<file path="src/rtl/affine_sequencer.sv">
// Affine-transform coprocessor: sequences the shared picoMIPS ALU through
// x' = m11*x + m12*y + e and y' = m21*x + m22*y + f, one ALU op per cycle.

`ifndef DATA_BUS_SIZE
`define DATA_BUS_SIZE 8
`endif
`ifndef ALU_CODE_SIZE
`define ALU_CODE_SIZE 3
`endif
`ifndef RA
`define RA    3'b000
`endif
`ifndef RB
`define RB    3'b001
`endif
`ifndef RADD
`define RADD  3'b010
`endif
`ifndef RMULT
`define RMULT 3'b110
`endif

module affine_sequencer #(
   parameter int n             = `DATA_BUS_SIZE,
   parameter int alu_code_size = `ALU_CODE_SIZE
) (
   input  logic                     clk,
   input  logic                     reset,
   input  logic                     start,
   input  logic [n-1:0]             x_in,
   input  logic [n-1:0]             y_in,
   input  logic [n-1:0]             m11,
   input  logic [n-1:0]             m12,
   input  logic [n-1:0]             m21,
   input  logic [n-1:0]             m22,
   input  logic [n-1:0]             e,
   input  logic [n-1:0]             f,
   output logic [n-1:0]             alu_a,
   output logic [n-1:0]             alu_b,
   output logic [alu_code_size-1:0] alu_func,
   input  logic [n-1:0]             alu_result,
   output logic [n-1:0]             x_out,
   output logic [n-1:0]             y_out,
   output logic                     busy,
   output logic                     done
);

   // state | meaning
   // IDLE  | waiting for start; latches operands on acceptance
   // C1    | acc  <= m11*x
   // C2    | prod <= m12*y
   // C3    | acc  <= acc + prod
   // C4    | xr   <= acc + e
   // C5    | acc  <= m21*x
   // C6    | prod <= m22*y
   // C7    | acc  <= acc + prod
   // C8    | y_out <= acc + f, x_out <= xr
   // DONE  | done pulse, back to IDLE

   typedef enum logic [3:0] {
      IDLE = 4'd0,
      C1   = 4'd1,
      C2   = 4'd2,
      C3   = 4'd3,
      C4   = 4'd4,
      C5   = 4'd5,
      C6   = 4'd6,
      C7   = 4'd7,
      C8   = 4'd8,
      DONE = 4'd9
   } state_t;

   localparam logic [alu_code_size-1:0] FUNC_RB    = alu_code_size'(`RB);
   localparam logic [alu_code_size-1:0] FUNC_RADD  = alu_code_size'(`RADD);
   localparam logic [alu_code_size-1:0] FUNC_RMULT = alu_code_size'(`RMULT);

   state_t state, state_nxt;

   logic [n-1:0] x_r, y_r, m11_r, m12_r, m21_r, m22_r, e_r, f_r;
   logic [n-1:0] acc, prod, xr;

   always_ff @(posedge clk) begin
      if (reset) state <= IDLE;
      else       state <= state_nxt;
   end

   always_comb begin
      state_nxt = state;
      alu_a     = '0;
      alu_b     = '0;
      alu_func  = FUNC_RB;
      busy      = 1'b1;
      done      = 1'b0;
      case (state)
         IDLE: begin
            busy = 1'b0;
            if (start) state_nxt = C1;
         end
         C1: begin
            alu_a = m11_r; alu_b = x_r; alu_func = FUNC_RMULT;
            state_nxt = C2;
         end
         C2: begin
            alu_a = m12_r; alu_b = y_r; alu_func = FUNC_RMULT;
            state_nxt = C3;
         end
         C3: begin
            alu_a = acc; alu_b = prod; alu_func = FUNC_RADD;
            state_nxt = C4;
         end
         C4: begin
            alu_a = acc; alu_b = e_r; alu_func = FUNC_RADD;
            state_nxt = C5;
         end
         C5: begin
            alu_a = m21_r; alu_b = x_r; alu_func = FUNC_RMULT;
            state_nxt = C6;
         end
         C6: begin
            alu_a = m22_r; alu_b = y_r; alu_func = FUNC_RMULT;
            state_nxt = C7;
         end
         C7: begin
            alu_a = acc; alu_b = prod; alu_func = FUNC_RADD;
            state_nxt = C8;
         end
         C8: begin
            alu_a = acc; alu_b = f_r; alu_func = FUNC_RADD;
            state_nxt = DONE;
         end
         DONE: begin
            done      = 1'b1;
            state_nxt = IDLE;
         end
         default: begin
            busy      = 1'b0;
            state_nxt = IDLE;
         end
      endcase
   end

   // Datapath: the ALU result is steered into a destination register by state.
   always_ff @(posedge clk) begin
      if (reset) begin
         x_r   <= '0;
         y_r   <= '0;
         m11_r <= '0;
         m12_r <= '0;
         m21_r <= '0;
         m22_r <= '0;
         e_r   <= '0;
         f_r   <= '0;
         acc   <= '0;
         prod  <= '0;
         xr    <= '0;
         x_out <= '0;
         y_out <= '0;
      end else begin
         case (state)
            IDLE: begin
               if (start) begin
                  x_r   <= x_in;
                  y_r   <= y_in;
                  m11_r <= m11;
                  m12_r <= m12;
                  m21_r <= m21;
                  m22_r <= m22;
                  e_r   <= e;
                  f_r   <= f;
               end
            end
            C1, C3, C5, C7: acc  <= alu_result;
            C2, C6:         prod <= alu_result;
            C4:             xr   <= alu_result;
            C8: begin
               y_out <= alu_result;
               x_out <= xr;
            end
            default: ;
         endcase
      end
   end

endmodule
</file>
<file path="config.mk">
export PLATFORM = sky130hd
export DESIGN_NAME = affine_sequencer
export DESIGN_NICKNAME = d
export VERILOG_FILES = /design/src/rtl/affine_sequencer.sv
export SDC_FILE = /design/constraint.sdc
export NUM_CORES = 1
export LEC_CHECK = 0
export BUFFER_PORTS_ARGS = -buffer_cell sky130_fd_sc_hd__buf_2
export CAP_MARGIN = 20
export CELL_PAD_IN_SITES_DETAIL_PLACEMENT = 2
export CELL_PAD_IN_SITES_GLOBAL_PLACEMENT = 2
export CORE_MARGIN = 2
export CORE_UTILIZATION = 33
export CTS_BUF_LIST = sky130_fd_sc_hd__clkbuf_16
export CTS_CLUSTER_SIZE = 10
export DETAILED_ROUTE_END_ITERATION = 10
export HOLD_SLACK_MARGIN = 0.15
export PLACE_DENSITY = 0.84
export SYNTH_ARGS = -nofsm -noshare
export SYNTH_HDL_FRONTEND = slang
export SYNTH_SLANG_ARGS = --single-unit
</file>
<file path="constraint.sdc">
create_clock -name clk -period 4.85 [get_ports clk]
set_clock_uncertainty 0.05 [all_clocks]
set_input_delay 0.97 -clock clk [delete_from_list [all_inputs] [get_ports clk]]
set_output_delay 0.97 -clock clk [all_outputs]
set_load 0.005 [all_outputs]
</file>
# After elaboration in Yosys (flattened, before gate mapping)
# Cells that the tools add are included.
[totals]
regBits = 108
inputBits = 75
elab_cells = 40
[op_classes]
n_eq_ne = 10
n_mux = 7
n_reduce_logical = 9
[ops]
columns = ["cell", "count"]
rows = [
  ["$pmux 8 s5", 2],
  ["$pmux 4 s9", 1],
  ["$eq 4x3->1 const B", 4],
  ["$reduce_or 4->1", 3],
  ["$reduce_or 9->1", 1],
  ["$eq 4x2->1 const B", 2],
  ["$eq 4x4->1 const B", 2],
  ["$pmux 3 s2", 1],
  ["$reduce_or 2->1", 3],
  ["$eq 4x1->1 const B", 1],
  ["$logic_not 4->1", 1],
  ["$mux 4", 1],
  ["$mux 1", 2],
  ["$ne 2x2->1 const B", 1],
  ["$reduce_and 2->1", 1],
]

# Depth between registers and ports, before layout
# Gate-level depths: netlist (run 1).
[logic_depth]
depth_word = 3
depth_mapped = 6
mapped_depth_nobuf = 3

# Least setup slack after synthesis (run 1)
# Ideal clock, no wire load.
[synth_path]
path_type = "register -> output"
from = "register state[0]"
to = "output alu_a[0]"
arrival_time_ns = 1.367
required_ns = 3.830
path_slack_ns = 2.463
path_stages_with_launch = 6
cell_sequence = "dfxtp_1 buf_4 or4b_1 buf_2 o211ai_4 a21o_1"
[synth_via]
elab_chain_cells = 3
word_cells_on_any_way = 10
classes_between = "eq/ne: 8; mux: 1; reduce/logical: 1"
[synth_lines]
columns = ["item", "line_no", "text"]
rows = [
  ["start, declared", "77", "state_t state, state_nxt;"],
  ["start signal, assigned", "84", "else state <= state_nxt;"],
  ["$eq 4x3->1 (tied with other cells)", "94", "case (state)"],
  ["$reduce_or 4->1 (no line)", "-", ""],
  ["$pmux 8 s5 (*)", "94", ""],
  ["end, declared", "38", "output logic [n-1:0] alu_a,"],
]
# Every way passes the cells marked *; elsewhere a longest branch is shown, timed or not.

# Worst setup path in the final report (run 1)
[layout_path]
from = "register state[3]"
to = "output alu_a[1]"
# The elaborated chain is that of the path after synthesis.

==> results of run 1 <==
==> final cells by class <==
cell class,count,area (um^2)
Clock buffer,9,225
Clock inverter,5,71.3
Fill cell,1585,8340
Multi-Input combinational cell,412,2290
Sequential cell,108,2160
Tap cell,180,225
Timing Repair Buffer,120,673
==> per-layer routing <==
metal / global-route usage, % / routed length (um) / share of wire, %
met4: 7.87 / 347 / 2.1
met1: 27.8 / 7310 / 44
met5: 0 / 13 / 0.078
met2: 36.9 / 8440 / 51
met3: 2.75 / 578 / 3.5
==> cell families after synthesis <==
logic type / Yosys count / share of synthesized area [%]
AND/OR/NAND/NOR: 173 / 17.9
multiplexers: 24 / 5.26
flip-flops: 108 / 45.5
buffers and inverters: 62 / 6.60
AO/OA/AOI/OAI: 213 / 24.4
XOR/XNOR: 2 / 0.368
==> through the flow <==
| step | util [%] | area (um^2) |
|---|---|---|
| 2_1_floorplan | - | 4760 |
| 3_3_place_gp | 37.7 | 5280 |
| 3_5_place_dp | 37.7 | 5280 |
| 4_1_cts | 39.9 | 5580 |
| 5_1_grt | 40.4 | 5650 |
| 6_report | 40.4 | 5650 |
==> Yosys cell counts (all sizes together) <==
cell type	n	area share (%)
or3	1	0.13
nor4bb	1	0.21
or3b	2	0.37
o21a	1	0.16
o21ai	72	7.6
o211ai	1	0.45
mux2i	16	3.4
a2111oi	1	0.21
o22ai	7	0.92
nand2b	2	0.26
nor2	3	0.24
nand2	83	6.6
xor2	1	0.18
a31oi	1	0.13
a21o	7	1.1
mux2	8	1.9
or4b	2	0.42
nor3	5	0.76
nand3	64	6.7
nor2b	4	0.53
nor4b	2	1.0
a22oi	13	2.1
xnor2	1	0.18
a221oi	1	0.18
nor3b	2	0.42
clkbuf	37	2.9
a21oi	107	11
dfxtp	108	45
a22o	1	0.18
o2bb2ai	1	0.18
buf	25	3.7
or2	2	0.26
==> worst max-delay path by stage <==
stage                  start       end  slack, ns  depth (start not counted)
finish              state[3]  alu_a[1]       1.07                          5
global route        state[3]  alu_a[1]       0.92                          5
CTS                 state[3]  alu_a[1]       0.87                          4
detailed placement  state[3]  alu_a[1]       1.24                          4
global placement    state[3]  alu_a[1]       1.34                          4
floorplan           state[0]  alu_a[0]       2.46                          5
==> worst register-to-register path, stage by stage (launching register included) <==
cell and delay (ns):
sky130_fd_sc_hd__dfxtp_1 0.74, sky130_fd_sc_hd__buf_4 0.35, sky130_fd_sc_hd__or3_1 0.44, sky130_fd_sc_hd__buf_4 0.52, sky130_fd_sc_hd__o21ai_0 0.23, sky130_fd_sc_hd__a21oi_1 0.23
==> state kept, by name, indices dropped and copies added, names as in the netlist <==
register  count
acc           8
e_r           8
f_r           8
m11_r         8
m12_r         8
m21_r         8
m22_r         8
prod          8
x_out         8
x_r           8
xr            8
y_out         8
y_r           8
state         4
==> power breakdown <==
part,switching (mW),internal (mW)
clock network,0.321,0.442
registers,0.0491,0.945
logic,0.236,0.130
==> flow_metrics.env, run 1 <==
export IMPL_core_area_um2=14000
export IMPL_layout_nets=726
export IMPL_floorplan_die_width_um=124
export IMPL_setup_tns_after_final_layout_ns=0
export IMPL_place_worst_setup_slack_ns=1.24
export IMPL_ratio_of_routed_vias_to_standard_cells=5.51
export IMPL_postRouteWirelength_um=16700
export IMPL_layout_drive_gt1_share_pct=22.5
export IMPL_portBuffers=111
export IMPL_holdPathStages=2
export IMPL_clock_tree_from_tritoncts="yes"
export IMPL_cts_resized=0
export IMPL_clock_path_buffers=2
export IMPL_global_route_overflow_total=0
export IMPL_dr_total_vias=4595
export IMPL_biggest_fanout_along_the_worst_timing_path=17
export IMPL_synthToLayoutAreaGrowth_pct=18.7
export IMPL_post_route_period_util_pct=78.0
export IMPL_critical_path_slowest_cell="sky130_fd_sc_hd__or4b_1"
export IMPL_hold_viol=0
export IMPL_slew_violations=0
export IMPL_grt_max_degree=109
export IMPL_report_final_setup_viol=0
export IMPL_result_of_the_run="finished, final reports clean"
export IMPL_slew_limit_headroom_pct=31.8
export IMPL_path_class="flop to primary output"
export IMPL_regToRegSetupSlack_ns=2.20
export IMPL_worst_r2r_path_depth=5
export IMPL_worstMarginPinSlew_ns=1.02
export IMPL_numCtsBuffers=9
export IMPL_synth_area_um2=4760
export IMPL_insertion_delay_ns=0.34
export IMPL_pin_count=112
export IMPL_first_global_vias=4818
export IMPL_upper_clock_frequency_limit_ghz=0.264
export IMPL_start_util_pct=34.0
export IMPL_routed_wire_length_per_instance_um=20.0
export IMPL_clock_slew_at_reported_path_ffs_ns=0.07
export IMPL_worstPathBufferInverterCount=2
export IMPL_setup_worst_path_end_class="primary output"
export IMPL_critical_path_reg2reg_endpoint="m22_r[0]"
export IMPL_drtIter0Drc=247
export IMPL_layout_commonest_cell="sky130_fd_sc_hd__buf_2"
export IMPL_vdd_drop_max_mv=0.165
export IMPL_holdPathEnd="x_out[0]"
export IMPL_critical_path_max_stage_delay_ns=0.77
export IMPL_clockRootBuffer="sky130_fd_sc_hd__clkbuf_16"
export IMPL_gpl_final_weighted_congestion=0.785
export IMPL_crit_required_ns=3.83
export IMPL_total_power_mw=2.12
export IMPL_detailedPlacementHpwl_um=11200
export IMPL_total_nets_after_synthesis=657
export IMPL_synth_ff_latch_count=108
export IMPL_syn_avg_cell_area_um2=8.17
export IMPL_grt_setup_unrepaired="no"
export IMPL_antenna_found_initial=1
export IMPL_cp_cell_sequence="buf_8 -> or4b_1 -> o211ai_4 -> o2bb2ai_1 -> buf_2"
export IMPL_drt_pass1_iter_count=4
export IMPL_wire_length_of_the_first_global_routing_pass_um=25600
export IMPL_cts_post_setup_buffers_inserted=0
export IMPL_period_needed_ns=3.78
export IMPL_placed_cells=817
export IMPL_timing_max_cap_violations=0
export IMPL_yosys_warning_total=0
export IMPL_cts_max_level=3
export IMPL_worstPathArrival_ns=2.76
export IMPL_floorplan_die_area_um2=15400
export IMPL_mostFrequentLayoutCells="sky130_fd_sc_hd__buf_2, sky130_fd_sc_hd__dfxtp_1, sky130_fd_sc_hd__a21oi_1"
export IMPL_hold_path_class="flop to flop"
export IMPL_holdWs_ns=0.406
export IMPL_drc=0
export IMPL_postRouteAntennaNets=0
export IMPL_antenna_cells_inserted=0
export IMPL_cell_family_with_most_cp_delay="simple AND/OR/NAND/NOR gates"
export IMPL_rows=43
export IMPL_start_kind="flop"
export IMPL_die_height_um=124
export IMPL_synth_cell_types=39
export IMPL_cts_hold_buffers=0
export IMPL_synth_yosys_seq_area_share_pct=45.5
export IMPL_layoutNonFillerInstCount=834
export IMPL_clock_sinks=108
export IMPL_worst_slack_setup_final_ns=1.07
export IMPL_rr_startpoint="state[0]"
export IMPL_postSynthCellCount=582
export IMPL_power_density_cell_area_nw_per_um2=376
export IMPL_grtUsageTotal_pct=21.6
export IMPL_min_from="x_out[0]"
export IMPL_leakagePower_nw=2.15
Note: power is estimated with default switching activity, not from simulation.
==> run 2, diff against run 1 <==
--- a/config.mk
+++ b/config.mk
@@ -10,12 +10,12 @@
 export CELL_PAD_IN_SITES_DETAIL_PLACEMENT = 2
 export CELL_PAD_IN_SITES_GLOBAL_PLACEMENT = 2
 export CORE_MARGIN = 2
-export CORE_UTILIZATION = 33
+export CORE_UTILIZATION = 31
 export CTS_BUF_LIST = sky130_fd_sc_hd__clkbuf_16
 export CTS_CLUSTER_SIZE = 10
 export DETAILED_ROUTE_END_ITERATION = 10
 export HOLD_SLACK_MARGIN = 0.15
-export PLACE_DENSITY = 0.84
+export PLACE_DENSITY = 0.8
 export SYNTH_ARGS = -nofsm -noshare
 export SYNTH_HDL_FRONTEND = slang
 export SYNTH_SLANG_ARGS = --single-unit
==> constraint.sdc (replaced) <==
create_clock -name clk -period 3.6 [get_ports clk]
set_clock_uncertainty 0.05 [all_clocks]
set_input_delay 0.72 -clock clk [delete_from_list [all_inputs] [get_ports clk]]
set_output_delay 0.72 -clock clk [all_outputs]
set_load 0.005 [all_outputs]
==> run 2 against run 1 <==
Compared with the run above: core utilization shrank 3.1 points; sequential cell count unchanged; sequential share of layout area grew 0.20 points; highest routed layer is now met4.
==> flow_metrics.env, run 2 (synthesis results as in run 1) <==
export IMPL_result_of_the_run="finished, final reports clean"
export IMPL_postRouteWirelength_um=16300
export IMPL_crit_required_ns=2.83
export IMPL_clock_slew_at_reported_path_ffs_ns=0.07
export IMPL_grt_setup_unrepaired="no"
export IMPL_power_density_cell_area_nw_per_um2=486
export IMPL_insertion_delay_ns=0.35
export IMPL_wire_length_of_the_first_global_routing_pass_um=25300
export IMPL_grt_met3_usage_pct=3.26
export IMPL_cts_max_level=3
export IMPL_place_area_um2=5310
export IMPL_clock_tree_from_tritoncts="yes"
export IMPL_hold_viol=0
export IMPL_grt_util_met2_pct=34.6
export IMPL_synthToLayoutAreaGrowth_pct=18.1
export IMPL_clockRootBuffer="sky130_fd_sc_hd__clkbuf_16"
export IMPL_placed_cells=826
export IMPL_die_height_um=128
export IMPL_globalRouteMet1Util_pct=25.2
export IMPL_first_global_vias=4707
export IMPL_path_class="flop to primary output"
export IMPL_worstPathArrival_ns=2.56
export IMPL_upper_clock_frequency_limit_ghz=0.301
export IMPL_slew_limit_headroom_pct=30.5
export IMPL_portBuffers=111
export IMPL_rows=45
export IMPL_slew_violations=0
export IMPL_clock_path_buffers=2
export IMPL_ratio_of_routed_vias_to_standard_cells=5.38
export IMPL_antenna_cells_inserted=0
export IMPL_clock_sinks=108
export IMPL_numCtsBuffers=9
export IMPL_cts_hold_buffers=0
export IMPL_setup_worst_path_end_class="primary output"
export IMPL_final_area_um2=5620
export IMPL_start_util_pct=31.5
export IMPL_postRouteAntennaNets=0
export IMPL_layout_drive_gt1_share_pct=22.7
export IMPL_total_power_mw=2.73
export IMPL_holdWs_ns=0.408
export IMPL_worst_slack_setup_final_ns=0.275
export IMPL_detailedPlacementHpwl_um=11400
export IMPL_cts_resized=0
export IMPL_rr_startpoint="state[0]"
export IMPL_utilization_pct=37.2
export IMPL_min_from="x_out[4]"
export IMPL_vdd_drop_max_mv=0.256
export IMPL_grt_most_used_layer="met2"
export IMPL_layout_nets=726
export IMPL_post_route_period_util_pct=92.4
export IMPL_drc=0
export IMPL_leakagePower_nw=2.13
export IMPL_layout_commonest_cell="sky130_fd_sc_hd__buf_2"
export IMPL_layoutNonFillerInstCount=843
export IMPL_cts_post_setup_buffers_inserted=0
export IMPL_floorplan_die_width_um=128
export IMPL_setup_tns_after_final_layout_ns=0
export IMPL_floorplan_die_area_um2=16300
export IMPL_timing_max_cap_violations=0
export IMPL_grt_max_degree=109
export IMPL_dr_total_vias=4539
export IMPL_start_kind="flop"
export IMPL_gpl_final_weighted_congestion=0.797
export IMPL_worstSetupStartpoint="state[0]"
export IMPL_hold_path_class="flop to flop"
export IMPL_antenna_found_initial=0
export IMPL_period_needed_ns=3.33
export IMPL_drt_pass1_iter_count=4
export IMPL_grtUsageTotal_pct=20.0
export IMPL_routed_wire_length_per_instance_um=19.4
export IMPL_mostFrequentLayoutCells="sky130_fd_sc_hd__buf_2, sky130_fd_sc_hd__dfxtp_1, sky130_fd_sc_hd__a21oi_1"
export IMPL_global_route_overflow_total=0
export IMPL_drtIter0Drc=210
export IMPL_core_area_um2=15100
export IMPL_biggest_fanout_along_the_worst_timing_path=17
export IMPL_place_worst_setup_slack_ns=0.641
export IMPL_pin_count=112
export IMPL_report_final_setup_viol=0
export IMPL_worstMarginPinSlew_ns=1.04
run 2: worst max-delay path, stage by stage, from the launching register on:
cell                       delay (ns)
sky130_fd_sc_hd__dfxtp_1         0.79
sky130_fd_sc_hd__or4b_1          0.69
sky130_fd_sc_hd__o211ai_4        0.29
sky130_fd_sc_hd__or2_1           0.30
sky130_fd_sc_hd__buf_2           0.12
run 2: final timing paths:
| kind | end | slack [ns] | cells after the start |
|---|---|---|---|
| min reg2reg | x_out[4] | 0.41 | 2 |
| max reg2reg | m12_r[2] | 1.20 | 3 |
| max | alu_func[1] | 0.27 | 4 |
| min | x_out[4] | 0.41 | 2 |
run 2: final cells by class:
| type | count | area, um^2 |
|---|---|---|
| multi-input combinational | 412 | 2290 |
| tap | 188 | 235 |
| sequential | 108 | 2160 |
| clock inverter | 6 | 33.8 |
| timing repair buffer | 120 | 671 |
| clock buffer | 9 | 225 |
| fill | 1716 | 9470 |
run 2: layer usage:
layer	wire, um	share of wire, %	up-vias
li1	-	-	2191
met2	8000	49	99
met3	631	3.9	23
met5	0	0	-
met1	7410	45	2226
met4	289	1.8	0
run 2: report_power, final:
group,leakage (nW),total (mW),switching (mW),internal (mW)
Sequential,0.881,1.33,0.0598,1.27
Combinational,1.12,0.495,0.316,0.178
Clock,0.132,0.905,0.445,0.460
==> run 3, diff against run 2 <==
--- a/config.mk
+++ b/config.mk
@@ -15,7 +15,7 @@
 export CTS_CLUSTER_SIZE = 10
 export DETAILED_ROUTE_END_ITERATION = 10
 export HOLD_SLACK_MARGIN = 0.15
-export PLACE_DENSITY = 0.8
+export PLACE_DENSITY_LB_ADDON = 0.1
 export SYNTH_ARGS = -nofsm -noshare
 export SYNTH_HDL_FRONTEND = slang
 export SYNTH_SLANG_ARGS = --single-unit
==> run 3 against run 2 <==
Compared with the run above: combinational power grew 2%; setup slack better by 0.035 ns; count of clock-buffer cells in the layout is the same; largest cell class unchanged; largest power group unchanged.
==> flow_metrics.env, run 3 (synthesis results as in run 1) <==
export IMPL_result_of_the_run="finished, final reports clean"
export IMPL_antenna_cells_inserted=0
export IMPL_floorplan_die_area_um2=16300
export IMPL_grt_max_degree=109
export IMPL_detailedPlacementHpwl_um=11400
export IMPL_clockRootBuffer="sky130_fd_sc_hd__clkbuf_16"
export IMPL_synthToLayoutAreaGrowth_pct=20.8
export IMPL_cts_hold_buffers=0
export IMPL_gpl_final_weighted_congestion=0.829
export IMPL_dr_total_vias=4505
export IMPL_start_util_pct=31.5
export IMPL_first_global_vias=4746
export IMPL_path_class="flop to primary output"
export IMPL_drtIter0Drc=148
export IMPL_report_final_setup_viol=0
export IMPL_grt_setup_unrepaired="no"
export IMPL_area_sequential_um2=2160
export IMPL_layout_commonest_cell="sky130_fd_sc_hd__buf_2"
export IMPL_worstMarginPinSlew_ns=0.759
export IMPL_layout_drive_gt1_share_pct=23.9
export IMPL_clkPwrFrac_pct=38.2
export IMPL_drt_pass1_iter_count=5
export IMPL_drc=0
export IMPL_setup_worst_path_end_class="primary output"
export IMPL_logic_pwr_share_pct=17.0
export IMPL_multi_input_area_um2=2290
export IMPL_floorplan_die_width_um=128
export IMPL_slew_violations=0
export IMPL_clock_tree_from_tritoncts="yes"
export IMPL_worstPathArrival_ns=2.52
export IMPL_clock_sinks=108
export IMPL_regToRegSetupSlack_ns=1.29
export IMPL_global_route_overflow_total=0
export IMPL_clock_path_buffers=2
export IMPL_worstSetupStartpoint="state[0]"
export IMPL_power_density_cell_area_nw_per_um2=517
export IMPL_cts_post_setup_buffers_inserted=0
export IMPL_insertion_delay_ns=0.36
export IMPL_ratio_of_routed_vias_to_standard_cells=5.30
export IMPL_crit_required_ns=2.83
export IMPL_rows=45
export IMPL_postRouteAntennaNets=0
export IMPL_final_area_um2=5740
export IMPL_core_area_um2=15100
export IMPL_slew_limit_headroom_pct=49.3
export IMPL_cts_max_level=3
export IMPL_wire_length_of_the_first_global_routing_pass_um=25800
export IMPL_vdd_drop_max_mv=0.227
export IMPL_leakagePower_nw=2.19
export IMPL_start_kind="flop"
export IMPL_pin_count=112
export IMPL_grtUsageTotal_pct=20.3
export IMPL_setup_tns_after_final_layout_ns=0
export IMPL_timing_max_cap_violations=0
export IMPL_layout_nets=732
export IMPL_upper_clock_frequency_limit_ghz=0.304
export IMPL_period_needed_ns=3.29
export IMPL_cts_resized=0
export IMPL_critical_path_reg2reg_endpoint="y_r[6]"
export IMPL_hold_path_class="flop to flop"
export IMPL_biggest_fanout_along_the_worst_timing_path=16
export IMPL_postRouteWirelength_um=16100
export IMPL_routed_wire_length_per_instance_um=19.0
export IMPL_antenna_found_initial=0
export IMPL_internal_power_mw=2.14
export IMPL_rr_startpoint="state[0]"
export IMPL_sw_frac_of_total_pct=28.1
export IMPL_numCtsBuffers=9
export IMPL_die_height_um=128
export IMPL_worst_r2r_path_depth=5
export IMPL_hold_viol=0
export IMPL_worstSetupEndpoint="alu_a[3]"
export IMPL_mostFrequentLayoutCells="sky130_fd_sc_hd__buf_2, sky130_fd_sc_hd__dfxtp_1, sky130_fd_sc_hd__a21oi_1"
export IMPL_clock_slew_at_reported_path_ffs_ns=0.07
export IMPL_place_area_um2=5380
export IMPL_fillerInstances=1726
export IMPL_post_route_period_util_pct=91.4
export IMPL_seqPwrFrac_pct=44.8
export IMPL_p_sw_mw=0.836
export IMPL_portBuffers=111
run 3: cell types whose count changed in the layout (fill, tap and decap cells not counted):
cell	previous run	this run
sky130_fd_sc_hd__clkinv_1	2	1
sky130_fd_sc_hd__bufinv_16	0	3
sky130_fd_sc_hd__inv_1	1	0
sky130_fd_sc_hd__clkinv_4	2	1
sky130_fd_sc_hd__buf_4	7	13
sky130_fd_sc_hd__clkinvlp_4	0	1
run 3: cell type report:
cell class / instances / share of cell area [%]
tap: 188 / 4.09
clock inverter: 7 / 2.00
sequential: 108 / 37.6
timing repair buffer: 126 / 12.5
clock buffer: 9 / 3.92
multi-input combinational: 412 / 39.9
run 3: worst max-delay path: stages (launching register included):
cell and delay [ns]:
sky130_fd_sc_hd__dfxtp_1 0.70, sky130_fd_sc_hd__buf_4 0.35, sky130_fd_sc_hd__or3b_1 0.58, sky130_fd_sc_hd__o22ai_1 0.19, sky130_fd_sc_hd__a21o_1 0.21, sky130_fd_sc_hd__buf_2 0.13
run 3: worst min-delay path by stage:
| stage | slack [ns] | to | depth (start not counted) | from |
|---|---|---|---|---|
| 4_1_cts | 0.41 | y_out[5] | 2 | y_out[5] |
| 5_1_grt | 0.43 | y_out[7] | 2 | y_out[7] |
| 2_1_floorplan | 0.38 | x_out[0] | 2 | xr[0] |
| 6_report | 0.40 | x_out[2] | 2 | x_out[2] |
| 3_5_place_dp | 0.40 | y_out[5] | 2 | y_out[5] |
| 3_3_place_gp | 0.39 | x_out[3] | 2 | x_out[3] |
run 3: per-layer routing:
metal / wire length, um / GRT usage (%) / up-vias
li1: - / - / 2205
met5: 0 / 0 / -
met2: 7760 / 33.6 / 88
met4: 194 / 5.30 / 0
met3: 573 / 3.84 / 15
met1: 7620 / 27.2 / 2197
run 3: power by group through the flow:
stage / Sequential [mW] / Clock, mW / Combinational (mW)
final: 1.33 / 1.14 / 0.504
after global routing: 1.34 / 1.22 / 0.562
after CTS: 1.33 / 1.17 / 0.509
after detailed placement: 1.36 / 0 / 0.507
after global placement: 1.36 / 0 / 0.487
after floorplan: 1.33 / 0 / 0.353
run 3: metrics by stage:
stage / utilization [%] / worst slack [ns] / hold slack (ns) / power (mW) / std cells
final: 38.1 / 0.310 / 0.403 / 2.97 / 850
after floorplan: - / 1.46 / 0.382 / 1.68 / 582
after CTS: 37.9 / 0.332 / 0.408 / 3.01 / 849
after global placement: 35.5 / 0.819 / 0.389 / 1.84 / 832
after detailed placement: 35.6 / 0.731 / 0.398 / 1.87 / 833
after global routing: 38.1 / 0.134 / 0.428 / 3.13 / 850
